## config.mk

```make
export PLATFORM = sky130hd
export DESIGN_NAME = seg7_symbol_rx
export DESIGN_NICKNAME = d
export VERILOG_FILES = /design/src/rtl/seg7_pkg.sv /design/src/rtl/seg7_pattern_lookup.sv /design/src/rtl/seg7_symbol_rx.sv
export SDC_FILE = /design/constraint.sdc
export NUM_CORES = 1
export LEC_CHECK = 0
export ABC_AREA = 1
export CAP_MARGIN = 0
export CORE_UTILIZATION = 51
export CTS_CLUSTER_DIAMETER = 150
export DETAILED_ROUTE_END_ITERATION = 8
export GPL_TIMING_DRIVEN = 0
export MAX_ROUTING_LAYER = met4
export PLACE_DENSITY = 0.84
export SYNTH_ARGS = -nofsm -noshare
export SYNTH_HDL_FRONTEND = slang
export SYNTH_SLANG_ARGS = --single-unit
```

## constraint.sdc

```tcl
create_clock -name clk -period 2.5 [get_ports clk]
set_clock_uncertainty 0.05 [all_clocks]
set_input_delay 0.375 -clock clk [delete_from_list [all_inputs] [get_ports clk]]
set_output_delay 0.375 -clock clk [all_outputs]
set_load 0.03 [all_outputs]
```

## src/rtl/seg7_pkg.sv

```systemverilog
// Shared 7-segment constants (bit 6 = a ... bit 0 = g, active-high) and
// the receive-side state encoding.
package seg7_pkg;

    localparam int SEG_A = 6;
    localparam int SEG_B = 5;
    localparam int SEG_C = 4;
    localparam int SEG_D = 3;
    localparam int SEG_E = 2;
    localparam int SEG_F = 1;
    localparam int SEG_G = 0;

    localparam logic [6:0] SEG_BLANK = 7'h00;

    localparam logic [6:0] SEG_CODE [0:7] = '{
        7'h7E, 7'h30, 7'h6D, 7'h79, 7'h33, 7'h5B, 7'h5F, 7'h70
    };

    typedef enum logic [1:0] {
        IDLE   = 2'd0,
        SETTLE = 2'd1,
        LOCKED = 2'd2
    } seg7_rx_state_t;

endpackage

```

## src/rtl/seg7_pattern_lookup.sv

```systemverilog
// Combinational reverse lookup: segment pattern -> 3-bit code.
// hit is set only for one of the eight legal glyphs; blank flags all-off.
module seg7_pattern_lookup
    import seg7_pkg::*;
(
    input  logic [6:0] pattern,
    output logic       hit,
    output logic [2:0] code,
    output logic       blank
);

    always_comb begin
        hit  = 1'b0;
        code = 3'd0;
        for (int i = 0; i < 8; i++) begin
            if (pattern == SEG_CODE[i]) begin
                hit  = 1'b1;
                code = 3'(i);
            end
        end
    end

    assign blank = (pattern == SEG_BLANK);

endmodule

```

## src/rtl/seg7_symbol_rx.sv

```systemverilog
// Watches a 7-segment drive bus, waits for a stable pattern, decodes it and
// hands each newly displayed symbol out once over valid/ready.
module seg7_symbol_rx
    import seg7_pkg::*;
#(
    parameter int STABLE_CYCLES = 4
) (
    input  logic       clk,
    input  logic       rst,
    input  logic [6:0] SEG,
    output logic [2:0] out_code,
    output logic       out_valid,
    input  logic       out_ready,
    output logic       err,
    output logic [6:0] err_pattern,
    output logic       ovf,
    input  logic       clr_ovf
);

    localparam int CNT_W = $clog2(STABLE_CYCLES + 1);
    localparam logic [CNT_W-1:0] RUN_MAX = CNT_W'(STABLE_CYCLES);

    logic [6:0]       seg_q;
    logic [CNT_W-1:0] run;
    logic [CNT_W-1:0] run_nxt;
    seg7_rx_state_t   state;
    seg7_rx_state_t   state_nxt;

    logic       changed;
    logic       accept;
    logic       hit;
    logic       blank;
    logic [2:0] code;
    logic       load;
    logic       drop;
    logic       bad;

    seg7_pattern_lookup u_lookup (
        .pattern (SEG),
        .hit     (hit),
        .code    (code),
        .blank   (blank)
    );

    assign changed = (SEG != seg_q);
    assign run_nxt = changed          ? CNT_W'(1) :
                     (run == RUN_MAX) ? run       : run + 1'b1;

    // Accept only on the transition into RUN_MAX, so a saturated blank run
    // in IDLE does not re-fire every cycle.
    assign accept = (run != RUN_MAX) && (run_nxt == RUN_MAX) && (state != LOCKED);

    assign load = accept && hit && (!out_valid || out_ready);
    assign drop = accept && hit && out_valid && !out_ready;
    assign bad  = accept && !hit && !blank;

    always_comb begin
        state_nxt = state;
        if (accept)
            state_nxt = blank ? IDLE : LOCKED;
        else if (changed)
            state_nxt = SETTLE;
    end

    always_ff @(posedge clk) begin
        if (rst) begin
            seg_q       <= 7'h00;
            run         <= '0;
            state       <= IDLE;
            out_code    <= 3'd0;
            out_valid   <= 1'b0;
            err         <= 1'b0;
            err_pattern <= 7'h00;
            ovf         <= 1'b0;
        end else begin
            seg_q <= SEG;
            run   <= run_nxt;
            state <= state_nxt;
            err   <= bad;
            if (bad)
                err_pattern <= SEG;
            // A fresh load wins over the handshake clearing valid.
            if (load) begin
                out_code  <= code;
                out_valid <= 1'b1;
            end else if (out_valid && out_ready) begin
                out_valid <= 1'b0;
            end
            if (drop)
                ovf <= 1'b1;
            else if (clr_ovf)
                ovf <= 1'b0;
        end
    end

endmodule

```

==> metrics.cfg <==
[power_and_ir_drop]
switchingPower_w = 0.000175
p_clk_share_pct = 26.5
irDropWorstVdd_uv = 380
sw_frac_of_total_pct = 25.8
seq_power_share_pct = 60.4
power_density_nw_per_um2 = 414
p_int_w = 0.000504
comb_power_share_pct = 13.1
p_leak_nw = 0.745

[clock_network]
cts_buffer_depth = 2
cts.sinks = 25
h-tree-depth = 1
clkTransAtPathRegs_ns = 0.14
cts_buffers = 3
cts_setup_buffers = 0
cts_hold_buf = 0
clk_latency_ns = 0.32
cts_root_buf = clkbuf_4
cts_resized = 0
cts_tree = built

[critical_path]
path_class = register to register
critPathMaxStageDelay_ns = 0.43
reg2reg_from = run[0]$_SDFF_PP0_
critical_path_required_ns = 2.67
endpoint_kind = register
critical_path.most_common_cell = nand2_1
critical-path-top-delay-family = simple AND/OR/NAND/NOR gates
cp_cell_sequence = inv_1 > ha_1 > nand2_1 > xor2_1 > nand3_4 > nor2_4 > nand3_1 > nand2_1 > nor2_1
r2r_end = err_pattern[3]$_SDFFE_PP0P_
crit_slowest_cell = xor2_1
rr_worst_depth = 9
arrival_ns = 2.17
crit_buf_inv = 1
r2r_slack_ns = 0.50
setup.worst_path.start_class = register
path_max_fanout = 7

[timing]
setup_viol = 0
period_share_pct = 79.8
tightest_slew_ns = 0.511
final.setup.tns_ns = 0
rsz0062_at_grt = false
fin_crit_ns = 2.00
maxSlewHeadroom_pct = 65.9
drv_slew = 0
fmax_ghz = 0.501
final-hold-violation-count = 0
holdWs_ns = 0.419

[synth]
yosys_warnings = 0
synth-seq-area-share_pct = 37.1
ys.flop_type = dfxtp_1
synth-seq-cells = 25
mappedNetlistArea_sq_um = 1350
synth_nets = 205
synthArstFlopShare_pct = 0
syn_inst = 192
synth-edff-count = 0
yosysUniqueCellTypes = 25
syn_avg_cell_area_sq_um = 7.02

[drt]
via_per_inst = 4.86
dr.pass1.iters = 6
wl_per_cell_um = 10.0
drt_iter0_markers = 14
ant_nets = 0
route.final.wire_length_um = 2490
drcViolationCount = 0
num_vias = 1211

[floorplanning]
die_width_um = 53.4
die_y_um = 53.4
pin_count = 24
core.rowCount = 18
initial_utilization_pct = 54.4
core_region_area_sq_um = 2480
dieArea_sq_um = 2850

[hold_path]
min_path_type = register to register
holdPathEnd = state[0]$_SDFFE_PP0P_
hold_depth = 2
hp-start = state[0]$_SDFFE_PP0P_

[status]
status = finished, final reports clean

[cells_and_area]
area_growth_pct = 21.8
fillCellCount = 237
instances_no_fill = 249
utilization_pct = 66.3
antenna_cells = 0
nNetsFinal = 233
final_layout_size_suffix_gt1_share_pct = 11.9

[place]
dp_hpwl_um = 2020
dp_cells = 245
gp_congestion = 0.846
io_buffers = 23

[global_routing]
grt_pass1_vias = 1054
grt_overflow = 0
grt_pass1_wl_um = 4170
grt_antenna_before_repair = 0
grt_max_degree = 14
grt_usage_pct = 20.5

[flow_run]
drv_cap = 0

layout make-up:
cell class                      count  area, sq um  share of cell area, %
Multi-Input combinational cell    138          732                   44.6
Sequential cell                    25          500                   30.5
Timing Repair Buffer               23          230                   14.0
Buffer                              2         11.3                  0.686
Clock buffer                        4         26.3                   1.60
Inverter                           27          104                   6.33
Tap cell                           30         37.5                   2.29
cells in the final DEF (no fill, tap or decap):
| master | n |
|---|---|
| nor2_2 | 3 |
| buf_4 | 1 |
| inv_2 | 5 |
| ha_1 | 2 |
| nand4_1 | 2 |
| clkdlybuf4s50_1 | 23 |
| a211oi_1 | 1 |
| xor2_1 | 2 |
| a21oi_1 | 6 |
| inv_1 | 21 |
| nand2_2 | 4 |
| xnor2_1 | 1 |
| nor2_8 | 4 |
| inv_4 | 1 |
| and2_1 | 1 |
| nor2_1 | 44 |
| a21oi_2 | 1 |
| nand3_1 | 17 |
| clkbuf_1 | 2 |
| nand2_1 | 42 |
| nor2_4 | 2 |
| clkbuf_4 | 3 |
| dfxtp_1 | 25 |
| nand4_4 | 1 |
| nor3_1 | 3 |
| nor3b_1 | 1 |
| nand3_4 | 1 |
power by group through the flow:
| stage | clock network [W] | registers [W] | logic [W] |
|---|---|---|---|
| after floorplan | 0 | 0.000418 | 0.0000549 |
| after global placement | 0 | 0.000418 | 0.0000875 |
| after detailed placement | 0 | 0.000419 | 0.0000894 |
| after CTS | 0.000185 | 0.000410 | 0.0000897 |
| after global routing | 0.000201 | 0.000411 | 0.000100 |
| final | 0.000180 | 0.000410 | 0.0000890 |
cell usage after synthesis (3+ instances only):
cell type | instances | share of area [%]
nor2_1 | 44 | 12
nand2_2 | 4 | 1.9
nor2_2 | 3 | 1.4
nand2_1 | 42 | 12
dfxtp_1 | 25 | 37
nor2_8 | 4 | 5.9
inv_1 | 21 | 5.8
nand3_1 | 17 | 6.3
nor3_1 | 3 | 1.1
inv_2 | 5 | 1.4
a21oi_1 | 6 | 2.2
routing by layer:
metal | up-vias | share of wire, % | GRT usage [%] | routed length (um)
li1 | 650 | - | - | -
met1 | 534 | 44 | 22.8 | 1100
met2 | 25 | 51 | 37.9 | 1280
met3 | 2 | 3.7 | 4.31 | 93
met4 | 0 | 0.60 | 2.63 | 15
met5 | - | 0 | - | 0
how the worst max path moves through the flow:
stage | start | to | slack, ns | cells past startpoint
global placement | SEG[2] | err_pattern[6]$_SDFFE_PP0P_ | 0.24 | 12
CTS | run[0]$_SDFF_PP0_ | err_pattern[3]$_SDFFE_PP0P_ | 0.48 | 9
global route | run[0]$_SDFF_PP0_ | err_pattern[2]$_SDFFE_PP0P_ | 0.31 | 9
finish | run[0]$_SDFF_PP0_ | err_pattern[3]$_SDFFE_PP0P_ | 0.50 | 9
detailed placement | SEG[2] | err_pattern[3]$_SDFFE_PP0P_ | 0.21 | 12
floorplan | run[0]$_SDFF_PP0_ | err_pattern[0]$_SDFFE_PP0P_ | 0.75 | 9
cells by family (layout without fill, tap and decap cells):
logic type / after synthesis / count (layout) / synth area share, %
flip-flops: 25 / 25 / 37.1
adder cells (fa/ha/maj): 2 / 2 / 1.86
AND/OR/NAND/NOR: 125 / 125 / 47.1
XOR/XNOR: 3 / 3 / 1.95
AO/OA/AOI/OAI: 8 / 8 / 3.44
buffers and inverters: 29 / 56 / 8.54
metrics by stage:
step / total power [W] / setup slack [ns] / cell area [sq um]
finish: 0.000679 / 0.505 / 1640
global route: 0.000712 / 0.308 / 1640
CTS: 0.000685 / 0.484 / 1640
detailed placement: 0.000508 / 0.213 / 1620
global placement: 0.000506 / 0.236 / 1620
floorplan: 0.000473 / 0.749 / 1350
registers in the layout, summed over array words and instances (netlist names):
register	count
err_pattern	7
ovf	1
seg_q	7
run	3
out_valid	1
err	1
out_code	3
state	2
worst reg2reg max path, cell delays in order (launching register included):
cell,delay (ns)
dfxtp_1,0.37
inv_1,0.07
ha_1,0.21
nand2_1,0.15
xor2_1,0.43
nand3_4,0.21
nor2_4,0.20
nand3_1,0.10
nand2_1,0.07
nor2_1,0.04
Note: power is estimated with default switching activity, not from simulation.
